**src/rtl/serial_adder_ctrl_if.sv**
```systemverilog
// rtl/serial_adder_ctrl_if.sv - request/result and sum-cell signal bundle for serial_adder_ctrl
// The sub port exists only when SERIAL_ADDER_SUB_EN is defined.
interface serial_adder_ctrl_if #(parameter int WIDTH = 8);
  logic             start;
  logic [WIDTH-1:0] a;
  logic [WIDTH-1:0] b;
  logic             cin;
`ifdef SERIAL_ADDER_SUB_EN
  logic             sub;
`endif
  logic             fa_x;
  logic             fa_y;
  logic             fa_cin;
  logic             fa_r;
  logic             busy;
  logic             done;
  logic [WIDTH-1:0] sum;
  logic             cout;

`ifdef SERIAL_ADDER_SUB_EN
  modport master (output start, a, b, cin, sub, fa_r,
                  input  fa_x, fa_y, fa_cin, busy, done, sum, cout);
  modport slave  (input  start, a, b, cin, sub, fa_r,
                  output fa_x, fa_y, fa_cin, busy, done, sum, cout);
`else
  modport master (output start, a, b, cin, fa_r,
                  input  fa_x, fa_y, fa_cin, busy, done, sum, cout);
  modport slave  (input  start, a, b, cin, fa_r,
                  output fa_x, fa_y, fa_cin, busy, done, sum, cout);
`endif
endinterface

```
**src/rtl/serial_adder_ctrl.sv**
```systemverilog
// rtl/serial_adder_ctrl.sv - bit-serial add controller driving an external full-adder sum cell
// Optional subtract mode under SERIAL_ADDER_SUB_EN (adds bus.sub).
module serial_adder_ctrl #(
  parameter int WIDTH = 8
) (
  input  logic                clk,
  input  logic                rst_n,
  serial_adder_ctrl_if.slave  bus
);

  localparam int CW = (WIDTH > 1) ? $clog2(WIDTH) : 1;

  typedef enum logic [1:0] {IDLE, RUN, DONE} state_t;

  state_t           state, state_nxt;
  logic [WIDTH-1:0] a_sh, b_sh, sum_sh, sum_q;
  logic             carry, cout_q;
  logic [CW-1:0]    cnt;
  logic             accept, last, carry_nxt;
  logic [WIDTH-1:0] b_sel;
  logic             cin_sel;

`ifdef SERIAL_ADDER_SUB_EN
  // a - b computed as a + ~b + 1
  assign b_sel   = bus.sub ? ~bus.b : bus.b;
  assign cin_sel = bus.sub | bus.cin;
`else
  assign b_sel   = bus.b;
  assign cin_sel = bus.cin;
`endif

  assign carry_nxt = (a_sh[0] & b_sh[0]) | (a_sh[0] & carry) | (b_sh[0] & carry);
  assign bus.sum   = sum_q;
  assign bus.cout  = cout_q;

  always_ff @(posedge clk or negedge rst_n) begin
    if (!rst_n) state <= IDLE;
    else        state <= state_nxt;
  end

  always_comb begin
    state_nxt  = state;
    accept     = 1'b0;
    last       = 1'b0;
    bus.busy   = 1'b0;
    bus.done   = 1'b0;
    bus.fa_x   = 1'b0;
    bus.fa_y   = 1'b0;
    bus.fa_cin = 1'b0;
    case (state)
      IDLE: begin
        if (bus.start) begin
          accept    = 1'b1;
          state_nxt = RUN;
        end
      end
      RUN: begin
        bus.busy   = 1'b1;
        bus.fa_x   = a_sh[0];
        bus.fa_y   = b_sh[0];
        bus.fa_cin = carry;
        if (cnt == CW'(WIDTH - 1)) begin
          last      = 1'b1;
          state_nxt = DONE;
        end
      end
      DONE: begin
        bus.done  = 1'b1;
        state_nxt = IDLE;
      end
      default: state_nxt = IDLE;
    endcase
  end

  always_ff @(posedge clk or negedge rst_n) begin
    if (!rst_n) begin
      a_sh   <= '0;
      b_sh   <= '0;
      sum_sh <= '0;
      carry  <= 1'b0;
      cnt    <= '0;
      sum_q  <= '0;
      cout_q <= 1'b0;
    end else if (accept) begin
      a_sh   <= bus.a;
      b_sh   <= b_sel;
      carry  <= cin_sel;
      cnt    <= '0;
      sum_sh <= '0;
    end else if (state == RUN) begin
      sum_sh <= {bus.fa_r, sum_sh[WIDTH-1:1]};
      carry  <= carry_nxt;
      a_sh   <= a_sh >> 1;
      b_sh   <= b_sh >> 1;
      cnt    <= last ? '0 : cnt + 1'b1;
      if (last) begin
        sum_q  <= {bus.fa_r, sum_sh[WIDTH-1:1]};
        cout_q <= carry_nxt;
      end
    end
  end

endmodule
```
**src/flat_wrapper.sv**
```systemverilog
// flat-port wrapper written by rule: the top's interface ports become plain ports
module serial_adder_ctrl_flat 
#(
  parameter int WIDTH = 8
)
  (clk, rst_n, bus_start, bus_a, bus_b, bus_cin, bus_fa_r, bus_fa_x, bus_fa_y, bus_fa_cin, bus_busy, bus_done, bus_sum, bus_cout);
  serial_adder_ctrl_if #(.WIDTH(WIDTH)) bus_i ();
  input  logic clk;
  input  logic rst_n;
  input wire logic [$bits(bus_i.start)-1:0] bus_start;
  input wire logic [$bits(bus_i.a)-1:0] bus_a;
  input wire logic [$bits(bus_i.b)-1:0] bus_b;
  input wire logic [$bits(bus_i.cin)-1:0] bus_cin;
  input wire logic [$bits(bus_i.fa_r)-1:0] bus_fa_r;
  output wire logic [$bits(bus_i.fa_x)-1:0] bus_fa_x;
  output wire logic [$bits(bus_i.fa_y)-1:0] bus_fa_y;
  output wire logic [$bits(bus_i.fa_cin)-1:0] bus_fa_cin;
  output wire logic [$bits(bus_i.busy)-1:0] bus_busy;
  output wire logic [$bits(bus_i.done)-1:0] bus_done;
  output wire logic [$bits(bus_i.sum)-1:0] bus_sum;
  output wire logic [$bits(bus_i.cout)-1:0] bus_cout;
  assign bus_i.start = bus_start;
  assign bus_i.a = bus_a;
  assign bus_i.b = bus_b;
  assign bus_i.cin = bus_cin;
  assign bus_i.fa_r = bus_fa_r;
  assign bus_fa_x = bus_i.fa_x;
  assign bus_fa_y = bus_i.fa_y;
  assign bus_fa_cin = bus_i.fa_cin;
  assign bus_busy = bus_i.busy;
  assign bus_done = bus_i.done;
  assign bus_sum = bus_i.sum;
  assign bus_cout = bus_i.cout;
  serial_adder_ctrl #(.WIDTH(WIDTH)) u_core (.clk(clk), .rst_n(rst_n), .bus(bus_i));
endmodule
```
**config.mk**
```make
export PLATFORM = sky130hd
export DESIGN_NAME = serial_adder_ctrl_flat
export DESIGN_NICKNAME = d
export VERILOG_FILES = /design/src/rtl/serial_adder_ctrl_if.sv /design/src/rtl/serial_adder_ctrl.sv /design/src/flat_wrapper.sv
export SDC_FILE = /design/constraint.sdc
export NUM_CORES = 1
export LEC_CHECK = 0
export BUFFER_PORTS_ARGS = -buffer_cell sky130_fd_sc_hd__buf_2
export CORE_MARGIN = 2
export CORE_UTILIZATION = 47
export CTS_CLUSTER_SIZE = 20
export DETAILED_ROUTE_END_ITERATION = 6
export GPL_TIMING_DRIVEN = 0
export PLACE_DENSITY = 0.7
export SYNTH_ARGS = -nofsm -noshare
export SYNTH_HDL_FRONTEND = slang
export SYNTH_SLANG_ARGS = --single-unit
```
**constraint.sdc**
```tcl
create_clock -name clk -period 1.3 [get_ports clk]
set_input_delay 0.065 -clock clk [delete_from_list [all_inputs] [get_ports clk]]
set_output_delay 0.065 -clock clk [all_outputs]
set_load 0.005 [all_outputs]
```
After elaboration in Yosys (flattened, before gate mapping)
Cells that the tools add are included.
{ "word_totals": {"out_inout_bits": 14, "reg_bits": 39} }
{ "classes": {"add_sub_neg": 1, "n_reduce_logical": 4, "eq_ne": 5, "n_mux": 23, "bitwise": 6} }
{ "op_table": {"columns": ["op", "n"], "rows": [
  ["$mux 8", 6],
  ["$mux 1", 11],
  ["$mux 3", 3],
  ["$mux 2", 2],
  ["$pmux 2 s2", 1],
  ["$add 3x1->3 const B", 1],
  ["$and 1x1->1", 3],
  ["$eq 3x3->1 const B", 1],
  ["$reduce_and 3->1", 1],
  ["$eq 2x1->1 const B", 1],
  ["$eq 2x2->1 const B", 1],
  ["$logic_not 2->1", 1],
  ["$ne 2x1->1 const B", 1],
  ["$ne 2x2->1 const B", 1],
  ["$or 1x1->1", 2],
  ["$reduce_and 2->1", 1],
  ["$reduce_bool 2->1", 1],
  ["$not 1->1", 1]
]} }

Depth between registers and ports, before layout
Gate-level depths: netlist (run 1).
{ "depth": {"word_depth": 6, "depth_mapped": 5, "ltp_nobuf": 5} }

Least setup slack after synthesis (run 1)
No wires, ideal clock.
{ "synth_timing": {"kind": "register -> register", "start": "reg u_core.cnt[0]", "end": "reg u_core.sum_q[0], in the netlist u_core.bus.sum[0]", "path_stages_with_launch": 5, "path_slack_ps": -59, "n_path_buf": 0, "t_arrival_ps": 1231, "period_less_slack_ps": 1359, "cell_sequence": "dfrtp_1 -> ha_1 -> ha_1 -> nand2_4 -> mux2_1"} }
{ "synth_between": {"elab_chain_cells": 4} }
{ "synth_rtl": {"columns": ["element", "line_no", "rtl"], "rows": [
  ["start: declaration", "serial_adder_ctrl.sv:18", "logic [CW-1:0] cnt;"],
  ["start signal: assignment", "serial_adder_ctrl.sv:95", "cnt <= last ? '0 : cnt + 1'b1;"],
  ["$eq 3x3->1", "serial_adder_ctrl.sv:62", "if (cnt == CW'(WIDTH - 1)) begin"],
  ["$mux 1", "serial_adder_ctrl.sv:62", null],
  ["$mux 1", "serial_adder_ctrl.sv:50", "case (state)"],
  ["$reduce_and 3->1 (no line)", null, null],
  ["end signal: assignment", "serial_adder_ctrl.sv:97", "sum_q <= {bus.fa_r, sum_sh[WIDTH-1:1]};"],
  ["end: declaration", "serial_adder_ctrl.sv:16", "logic [WIDTH-1:0] a_sh, b_sh, sum_sh, sum_q;"]
]} }
No other way between the ends.
A chain may end at the register's enable or synchronous reset.

Worst setup path in the final report (run 1)
{ "layout_timing": {"start": "reg u_core.state[0]", "end": "out bus_fa_y"} }
{ "layout_between": {"elab_chain_cells": 2} }
{ "layout_rtl": {"columns": ["element", "line_no", "rtl"], "rows": [
  ["start: declaration", "serial_adder_ctrl.sv:15", "state_t state, state_nxt;"],
  ["start signal: assignment", "serial_adder_ctrl.sv:38", "else state <= state_nxt;"],
  ["$eq 2x1->1", "serial_adder_ctrl.sv:50", null],
  ["$mux 1", "serial_adder_ctrl.sv:50", null],
  ["end: declaration", "flat_wrapper.sv:16", "output wire logic [$bits(bus_i.fa_y)-1:0] bus_fa_y;"]
]} }
No other way between the ends.

==> results.sh, run 1 <==
export IMPL_drc=0
export IMPL_cp_slowest_stage_delay_ns=0.46
export IMPL_grt_max_degree=39
export IMPL_yosys_area_share_simple_pct=8.562
export IMPL_worstPathRequired_ns=1.24
export IMPL_synth_area_per_cell_um2=11.63
export IMPL_yosys_cell_types_count=22
export IMPL_htree_levels=2
export IMPL_setup_viol=15
export IMPL_p_per_area_nw_per_um2=2141
export IMPL_status="finished, violations left"
export IMPL_grt_pass1_vias=1305
export IMPL_die_area_um2=3871
export IMPL_yosys_top_cells_area="dfrtp_1, a22oi_1, mux2_1"
export IMPL_clock_root_buffer="clkbuf_4"
export IMPL_yosys_area_share_adder_pct=1.571
export IMPL_max_vdd_ir_drop_mv=0.8987
export IMPL_ios=35
export IMPL_yosysTopAreaCell="dfrtp_1"
export IMPL_arrival_ns=1.33
export IMPL_grt_pass1_wl_um=6210
export IMPL_hold_violations=0
export IMPL_synthXorXnorAreaFrac_pct=0
export IMPL_routed_via_density=5.322
export IMPL_crit_type="flip-flop to primary output"
export IMPL_use_met2_pct=34.38
export IMPL_ant_nets=0
export IMPL_wl_per_cell_um=15.29
export IMPL_n_antenna_cell=0
export IMPL_crit_path_frequent_cell="buf_6"
export IMPL_drt_iter0_markers=34
export IMPL_rsz0062_at_grt="true"
export IMPL_max_freq_ghz=0.7144
export IMPL_clk_latency_ns=0.34
export IMPL_fin_nets=221
export IMPL_wl_um=3747
export IMPL_drt_pass1_iterations=4
export IMPL_syn_num_nets=160
export IMPL_crit_path_cell_trace="nor2b_4 > buf_6 > and2_4 > buf_6"
export IMPL_synth_edff_count=0
export IMPL_start_util_pct=48.50
export IMPL_cts_made_buffers=5
export IMPL_synth_seq_cells=38
export IMPL_cts_tree="done"
export IMPL_port_buffers=34
export IMPL_cts_clk_slew_worst_paths_ns=0.10
export IMPL_core_um2=3284
export IMPL_slew_viol_final=0
export IMPL_synthArstFlopShare_pct=100.0
export IMPL_fin_tns_setup_ns=-0.9627
export IMPL_yosys_warnings=0
export IMPL_die_y_um=62.22
export IMPL_numClockSinks=38
export IMPL_tightest_slew_ns=0.8267
export IMPL_netlist_area_um2=1593
export IMPL_crit_slowest_cell="dfrtp_2"
export IMPL_muxShareOfSynthArea_pct=5.656
export IMPL_fin_cells=245
export IMPL_met1_usage_pct=26.12
export IMPL_grt_busiest_layer="met2"
export IMPL_grtUsageTotal_pct=20.64
export IMPL_path_max_fanout=7
export IMPL_synth_compound_area_share_pct=20.82
export IMPL_die_x_um=62.22
export IMPL_fin_ws_ns=-0.09984
export IMPL_ys_seq_area_share_pct=59.70
export IMPL_failed_checks="setup timing"
export IMPL_synth_common_cells="dfrtp_1, nand2_1, o21ai_0"
export IMPL_ys_flop_type="dfrtp_1"
export IMPL_cap_violations=0
export IMPL_cts_buffer_depth=2
export IMPL_relSlewSlack_pct=44.89
export IMPL_yosysTopAreaCellShare_pct=59.70
export IMPL_grt_antenna_before_repair=0
export IMPL_row_count=21
export IMPL_synth_top_family_by_area="compound AO/OA/AOI/OAI gates"
export IMPL_layout_drive_gt1_share_pct=47.24
export IMPL_dp_hpwl_um=2333
export IMPL_synth_most_common_cell="dfrtp_1"
export IMPL_gr_total_overflow=0
export IMPL_layout_min_cycle_time_ns=1.400
export IMPL_finalClockSkew_ns=0.006939
export IMPL_synthCells=137
export IMPL_use_met3_pct=6.522
export IMPL_place_gp_congestion=0.7547
export IMPL_num_vias=1304
export IMPL_min_period_over_period_pct=107.7
export IMPL_path_buf_inv=2
export IMPL_critical_path_top_delay_family="flip-flops"
export IMPL_synthToLayoutAreaGrowth_pct=42.73
export IMPL_startpoint_type="flip-flop"
export IMPL_end_kind="primary output"
export IMPL_p_leak_nw=1.094
export IMPL_holdWs_ns=0.01527
export IMPL_dpl_cell_count=217
export IMPL_place_ws_ns=-0.07614
export IMPL_min_path_type="input pin to flip-flop"
[timing repair]
item                                    4_1_cts  5_1_grt
gates resized for setup                      27       29
hold endpoints to repair                     40        3
hold buffers                                  2        3
pin swaps                                     4        3
endpoints found under the setup margin       32       34
buffers inserted                              6       10
cloned                                        1        0
[kinds of logic after synthesis]
group	Yosys count
mux	8
simple gates	28
flops	38
compound gates	48
buf+inv	13
fa+ha+maj	2
[placed cells by master (no fill, tap or decap), types with 2 or more instances in the layout]
master         instances
nor2_1                 3
a22oi_2                7
dlygate4sd3_1          5
a21oi_1                2
a31oi_1                2
nor2b_1                2
a32o_1                 2
buf_6                 11
o21ai_0               11
buf_4                 14
and2_4                 3
a22oi_1                7
a22o_1                 9
mux2_4                 8
nand2_8                2
nand2_1               16
o21ai_1                5
clkbuf_4               5
inv_1                  3
dfrtp_1               37
buf_2                 30
[final timing paths]
check	slack (ns)	start	to	depth (start not counted)
worst max-delay path	-0.1	u_core.state[0]	bus_fa_y	4
worst min-delay path	0.02	bus_b[3]	u_core.b_sh[3]	3
worst max register to register	-0.07	u_core.state[0]	u_core.bus.sum[0]	5
worst min register to register	0.50	u_core.a_sh[1]	u_core.a_sh[1]	2
max in group asynchronous	0.38	rst_n	u_core.state[0]	2
min in group asynchronous	0.35	rst_n	u_core.bus.sum[2]	2
[layout make-up]
type                            instances  area [um^2]
Inverter                                4        15.01
Clock inverter                          1        5.005
Tap cell                               46        57.56
Buffer                                  8        76.32
Sequential cell                        38        952.2
Timing Repair Buffer                   54        377.9
Multi-Input combinational cell         87        734.5
Clock buffer                            7        55.05
Fill cell                             262         1011
[sequential cells by signal (all words and copies together), names as in the netlist]
| register | count |
|---|---|
| u_core.cnt | 3 |
| u_core.a_sh | 8 |
| u_core.state | 2 |
| u_core.bus.sum | 8 |
| u_core.b_sh | 8 |
| u_core.carry | 1 |
| u_core.sum_sh | 7 |
| u_core.bus.cout | 1 |
[metal layers]
metal	vias up	share of wire, %
met1	637	44
met3	4	4.9
met4	0	0.77
met5	-	0
met2	43	50
li1	620	-
[worst min-delay path, cell delays in order]
cell     delay [ns]
buf_2          0.08
a22oi_2        0.05
o21ai_1        0.12
[per-stage QoR]
step           area (um^2)  power [mW]  util, %
2_1_floorplan         1608       2.843        -
3_3_place_gp          1836       3.260    55.89
3_5_place_dp          1836       3.355    55.89
4_1_cts               2068       4.432    62.97
5_1_grt               2273       5.203    69.22
6_report              2273       4.868    69.22
[where the power goes]
group	leakage [nW]	internal, mW	switching [mW]
Combinational	0.569	1.32	0.951
Sequential	0.490	1.64	0.324
Clock	0.0353	0.262	0.375
Total	1.09	3.22	1.65
Note: power is estimated with default switching activity, not from simulation.
==> run 2, diff against run 1 <==
--- a/config.mk
+++ b/config.mk
@@ -6,7 +6,6 @@
 export NUM_CORES = 1
 export LEC_CHECK = 0
 export BUFFER_PORTS_ARGS = -buffer_cell sky130_fd_sc_hd__buf_2
-export CORE_MARGIN = 2
 export CORE_UTILIZATION = 47
 export CTS_CLUSTER_SIZE = 20
 export DETAILED_ROUTE_END_ITERATION = 6
==> results.sh, run 2 (synthesis results as in run 1) <==
export IMPL_core_um2=3128
export IMPL_arrival_ns=1.29
export IMPL_holdPathEnd="u_core.a_sh[6]"
export IMPL_grt_max_degree=39
export IMPL_die_y_um=60.22
export IMPL_worstPathRequired_ns=1.24
export IMPL_path_max_fanout=6
export IMPL_setup_viol=14
export IMPL_r2r_cells=4
export IMPL_cts_buffer_depth=2
export IMPL_layout_min_cycle_time_ns=1.351
export IMPL_n_antenna_cell=0
export IMPL_row_count=20
export IMPL_relSlewSlack_pct=44.86
export IMPL_rsz0062_at_grt="true"
export IMPL_wl_um=3523
export IMPL_tightest_slew_ns=0.8270
export IMPL_numClockSinks=38
export IMPL_max_freq_ghz=0.7403
export IMPL_synthToLayoutAreaGrowth_pct=38.81
export IMPL_end_kind="primary output"
export IMPL_cts_clk_slew_worst_paths_ns=0.12
export IMPL_cap_violations=0
export IMPL_grt_antenna_before_repair=0
export IMPL_wl_per_cell_um=14.86
export IMPL_r2r_setup_slack_ns=-0.02
export IMPL_ios=35
export IMPL_htree_levels=2
export IMPL_dpl_cell_area_um2=1833
export IMPL_crit_path_frequent_cell="buf_6"
export IMPL_grt_pass1_wl_um=5568
export IMPL_critical_path_top_delay_family="flip-flops"
export IMPL_grt_pass1_vias=1207
export IMPL_start_util_pct=50.92
export IMPL_die_area_um2=3626
export IMPL_drt_iter0_markers=61
export IMPL_hold_violations=4
export IMPL_place_gp_congestion=0.7294
export IMPL_status="finished, violations left"
export IMPL_crit_slowest_cell="dfrtp_1"
export IMPL_port_buffers=34
export IMPL_p_per_area_nw_per_um2=2164
export IMPL_final_common_cell="dfrtp_1"
export IMPL_max_vdd_ir_drop_mv=1.082
export IMPL_cp_slowest_stage_delay_ns=0.41
export IMPL_clk_latency_ns=0.35
export IMPL_hold_start="bus_a[6]"
export IMPL_min_period_over_period_pct=103.9
export IMPL_holdWs_ns=-0.02013
export IMPL_finalClockSkew_ns=0.01272
export IMPL_ant_nets=0
export IMPL_fin_ws_ns=-0.05074
export IMPL_layout_drive_gt1_share_pct=46.63
export IMPL_die_x_um=60.22
export IMPL_path_buf_inv=2
export IMPL_gr_total_overflow=0
export IMPL_mostFrequentLayoutCells="dfrtp_1, buf_2, nand2_1"
export IMPL_r2r_start="u_core.cnt[0]"
export IMPL_min_path_type="input pin to flip-flop"
export IMPL_p_leak_nw=1.068
export IMPL_crit_type="flip-flop to primary output"
export IMPL_dp_hpwl_um=2145
export IMPL_cts_made_buffers=5
export IMPL_crit_path_cell_trace="nor2b_4 > buf_6 > and2_4 > buf_6"
export IMPL_hold_depth=3
export IMPL_slew_viol_final=0
export IMPL_drc=0
export IMPL_startpoint_type="flip-flop"
export IMPL_grtUsageTotal_pct=21.52
export IMPL_fin_nets=215
export IMPL_failed_checks="hold timing, setup timing"
export IMPL_routed_via_density=5.422
export IMPL_num_vias=1285
export IMPL_clock_root_buffer="clkbuf_4"
export IMPL_fin_tns_setup_ns=-0.2498
export IMPL_cts_tree="done"
export IMPL_stdcell_area_um2=2211
export IMPL_drt_pass1_iterations=4
export IMPL_r2r_end="u_core.bus.sum[5]"
run 2: cell count changes in the layout (fill, tap and decap cells not counted), sizes merged:
cell         change
buf              -4
clkinv           -1
clkbuf           +1
dlygate4sd3      -2
run 2: routing by layer:
| metal | global-route usage [%] | up-vias | share of wire (%) |
|---|---|---|---|
| li1 | - | 609 | - |
| met1 | 25.98 | 629 | 45 |
| met3 | 3.896 | 6 | 4.2 |
| met5 | 0 | - | 0 |
| met4 | 10.96 | 0 | 1.2 |
| met2 | 36.42 | 41 | 50 |
run 2: worst max-delay path by stage:
stage	cells after the start	slack, ns	start	end
CTS	5	-0.13	u_core.state[0]	bus_fa_cin
global placement	4	-0.04	u_core.cnt[0]	u_core.bus.sum[4]
detailed placement	5	-0.08	u_core.state[1]	u_core.b_sh[5]
global route	4	-0.10	u_core.state[1]	bus_fa_cin
floorplan	4	0.01	u_core.cnt[0]	u_core.bus.sum[0]
finish	4	-0.05	u_core.state[0]	bus_fa_cin
run 2: worst register-to-register path, delay by kind of cell (launching register included):
kind                       cells  cell delay, ns
and+or+nand+nor                1            0.11
muxes                          1            0.30
DFF                            1            0.41
adders and majority gates      2            0.39
run 2: report_power, final:
| part | switching (mW) | internal (mW) | total (mW) |
|---|---|---|---|
| clock | 0.396 | 0.370 | 0.765 |
| sequential | 0.307 | 1.63 | 1.94 |
| combinational | 0.888 | 1.19 | 2.08 |
run 2: timing repair:
action / in CTS / in global routing
hold buffers: 2 / 1
hold endpoints to repair: 40 / 1
buffers inserted: 7 / 4
pin swaps: 1 / 6
gates cloned: 1 / 0
endpoints found under the setup margin: 33 / 33
resized for setup: 21 / 33
run 2: stage by stage:
stage	power [mW]	util (%)	hold WS, ns	std cells	setup slack, ns
6_report	4.784	70.68	-0.02013	237	-0.05074
5_1_grt	5.106	70.68	0.004195	237	-0.1038
4_1_cts	4.456	65.96	0.005028	233	-0.1262
3_3_place_gp	3.254	58.60	0.1974	215	-0.04329
3_5_place_dp	3.332	58.60	0.2108	215	-0.07525
2_1_floorplan	2.843	-	-0.2306	137	0.01364
run 2: area by class of cell:
cell class,instances,area (um^2)
Buffer,8,82.58
Sequential cell,38,950.9
Clock buffer,8,78.83
Fill cell,231,917.1
Inverter,4,15.01
Multi-Input combinational cell,87,723.2
Tap cell,44,55.05
Timing Repair Buffer,48,305.3
==> run 3, diff against run 2 <==
==> constraint.sdc (replaced) <==
create_clock -name clk -period 1.3 [get_ports clk]
set_input_delay 0.195 -clock clk [delete_from_list [all_inputs] [get_ports clk]]
set_output_delay 0.195 -clock clk [all_outputs]
set_load 0.005 [all_outputs]
==> results.sh, run 3 (synthesis results as in run 1) <==
export IMPL_p_clk_share_pct=15.2
export IMPL_die_area_um2=3626
export IMPL_path_max_fanout=6
export IMPL_grt_busiest_layer="met2"
export IMPL_mostFrequentLayoutCells="dfrtp_1, buf_2, nand2_1"
export IMPL_hold_depth=2
export IMPL_use_met2_pct=37.36
export IMPL_fin_util_pct=72.80
export IMPL_final_common_cell="dfrtp_1"
export IMPL_r2r_end="u_core.b_sh[5]"
export IMPL_clk_latency_ns=0.34
export IMPL_cp_slowest_stage_delay_ns=0.39
export IMPL_grt_pass1_wl_um=5720
export IMPL_n_antenna_cell=0
export IMPL_drc=0
export IMPL_core_um2=3128
export IMPL_routed_via_density=5.433
export IMPL_failed_checks="setup timing"
export IMPL_max_vdd_ir_drop_mv=1.341
export IMPL_row_count=20
export IMPL_end_kind="primary output"
export IMPL_fin_tns_setup_ns=-1.237
export IMPL_dpl_cell_area_um2=1833
export IMPL_crit_type="flip-flop to primary output"
export IMPL_use_met3_pct=6.061
export IMPL_dp_hpwl_um=2145
export IMPL_max_freq_ghz=0.6759
export IMPL_status="finished, violations left"
export IMPL_seq_area_um2=950.9
export IMPL_layout_drive_gt1_share_pct=51.53
export IMPL_pwr_share_comb_pct=46.1
export IMPL_arrival_ns=1.28
export IMPL_grt_pass1_vias=1243
export IMPL_p_leak_nw=1.095
export IMPL_slew_viol_final=0
export IMPL_worstPathRequired_ns=1.11
export IMPL_hold_violations=0
export IMPL_stdcell_area_um2=2277
export IMPL_wl_um=3662
export IMPL_met1_usage_pct=26.37
export IMPL_die_y_um=60.22
export IMPL_ant_nets=0
export IMPL_grt_max_degree=39
export IMPL_relSlewSlack_pct=44.87
export IMPL_p_int_mw=3.342
export IMPL_port_buffers=34
export IMPL_r2r_cells=6
export IMPL_startpoint_type="flip-flop"
export IMPL_min_period_over_period_pct=113.8
export IMPL_start_util_pct=50.92
export IMPL_wl_per_cell_um=15.26
export IMPL_crit_path_cell_trace="nor2b_2 > buf_6 > and2_4 > buf_6"
export IMPL_num_vias=1304
export IMPL_dpl_cell_count=215
export IMPL_drt_iter0_markers=45
export IMPL_fin_nets=218
export IMPL_switching_power_mw=1.673
export IMPL_grt_antenna_before_repair=0
export IMPL_holdPathEnd="u_core.sum_sh[7]"
export IMPL_fillCellCount=221
export IMPL_hold_start="bus_fa_r"
export IMPL_die_x_um=60.22
export IMPL_r2r_setup_slack_ns=-0.06
export IMPL_gr_total_overflow=0
export IMPL_crit_path_frequent_cell="buf_6"
export IMPL_tightest_slew_ns=0.8269
export IMPL_synthToLayoutAreaGrowth_pct=42.97
export IMPL_switching_share_pct=33.36
export IMPL_grtUsageTotal_pct=22.20
export IMPL_cts_clk_slew_worst_paths_ns=0.12
export IMPL_fin_ws_ns=-0.1795
export IMPL_clock_root_buffer="clkbuf_4"
export IMPL_numClockSinks=38
export IMPL_multi_input_area_um2=748.2
export IMPL_p_seq_share_pct=38.8
export IMPL_p_per_area_nw_per_um2=2202
export IMPL_setup_viol=25
export IMPL_layout_min_cycle_time_ns=1.480
export IMPL_place_gp_congestion=0.7294
export IMPL_drt_pass1_iterations=4
export IMPL_cap_violations=0
export IMPL_min_path_type="input pin to flip-flop"
export IMPL_fin_cells=240
export IMPL_cts_buffer_depth=2
export IMPL_crit_slowest_cell="dfrtp_1"
export IMPL_htree_levels=2
export IMPL_cts_made_buffers=5
export IMPL_finalClockSkew_ns=0.01173
export IMPL_ios=35
export IMPL_r2r_start="u_core.state[0]"
export IMPL_rsz0062_at_grt="true"
export IMPL_cts_tree="done"
[run 3: metrics by stage]
| stage | hold slack, ns | worst slack (ns) | power (mW) |
|---|---|---|---|
| after floorplan | -0.1006 | 0.01364 | 2.843 |
| after global placement | 0.3274 | -0.08699 | 3.254 |
| after detailed placement | 0.3408 | -0.1033 | 3.332 |
| after CTS | 0.07528 | -0.2556 | 4.649 |
| after global routing | 0.07133 | -0.2122 | 5.337 |
| final | 0.08672 | -0.1795 | 5.014 |
[run 3: worst max path at each step]
stage                     from                 to  slack, ns
6_report       u_core.state[0]         bus_fa_cin      -0.18
3_5_place_dp   u_core.state[0]         bus_fa_cin      -0.10
3_3_place_gp   u_core.state[0]         bus_fa_cin      -0.09
5_1_grt        u_core.state[1]         bus_fa_cin      -0.21
2_1_floorplan    u_core.cnt[0]  u_core.bus.sum[0]       0.01
4_1_cts        u_core.state[0]         bus_fa_cin      -0.26
[run 3: repair_timing]
| item | in CTS | in global routing |
|---|---|---|
| hold buffers | 1 | 0 |
| gates resized for setup | 40 | 30 |
| pin swaps | 2 | 5 |
| hold endpoints to repair | 38 | 0 |
| setup endpoints to repair | 33 | 38 |
| gates cloned | 2 | 0 |
| buffers inserted | 12 | 4 |
[run 3: worst max-delay path, delay by kind of cell (launching register included)]
kind                   cells  cell delay [ns]
buffers and inverters      2             0.24
and+or+nand+nor            2             0.31
DFF                        1             0.39
[run 3: power by group through the flow]
| stage | Combinational (mW) | Clock (mW) | Sequential (mW) |
|---|---|---|---|
| floorplan | 0.964 | 0 | 1.88 |
| global placement | 1.34 | 0 | 1.91 |
| detailed placement | 1.40 | 0 | 1.93 |
| CTS | 1.97 | 0.770 | 1.91 |
| global route | 2.52 | 0.816 | 2.00 |
| finish | 2.31 | 0.760 | 1.94 |
[run 3: cell type report]
type | count | area share [%]
inverter | 4 | 0.6593
sequential | 38 | 41.76
clock buffer | 8 | 3.462
buffer | 8 | 3.352
timing repair buffer | 51 | 15.49
tap | 44 | 2.418
multi-input combinational | 87 | 32.86
[run 3: layer usage]
layer  share of wire [%]  wire (um)
met5                   0          0
met4                 2.4         88
met3                 3.6        133
met2                  51       1850
met1                  43       1589
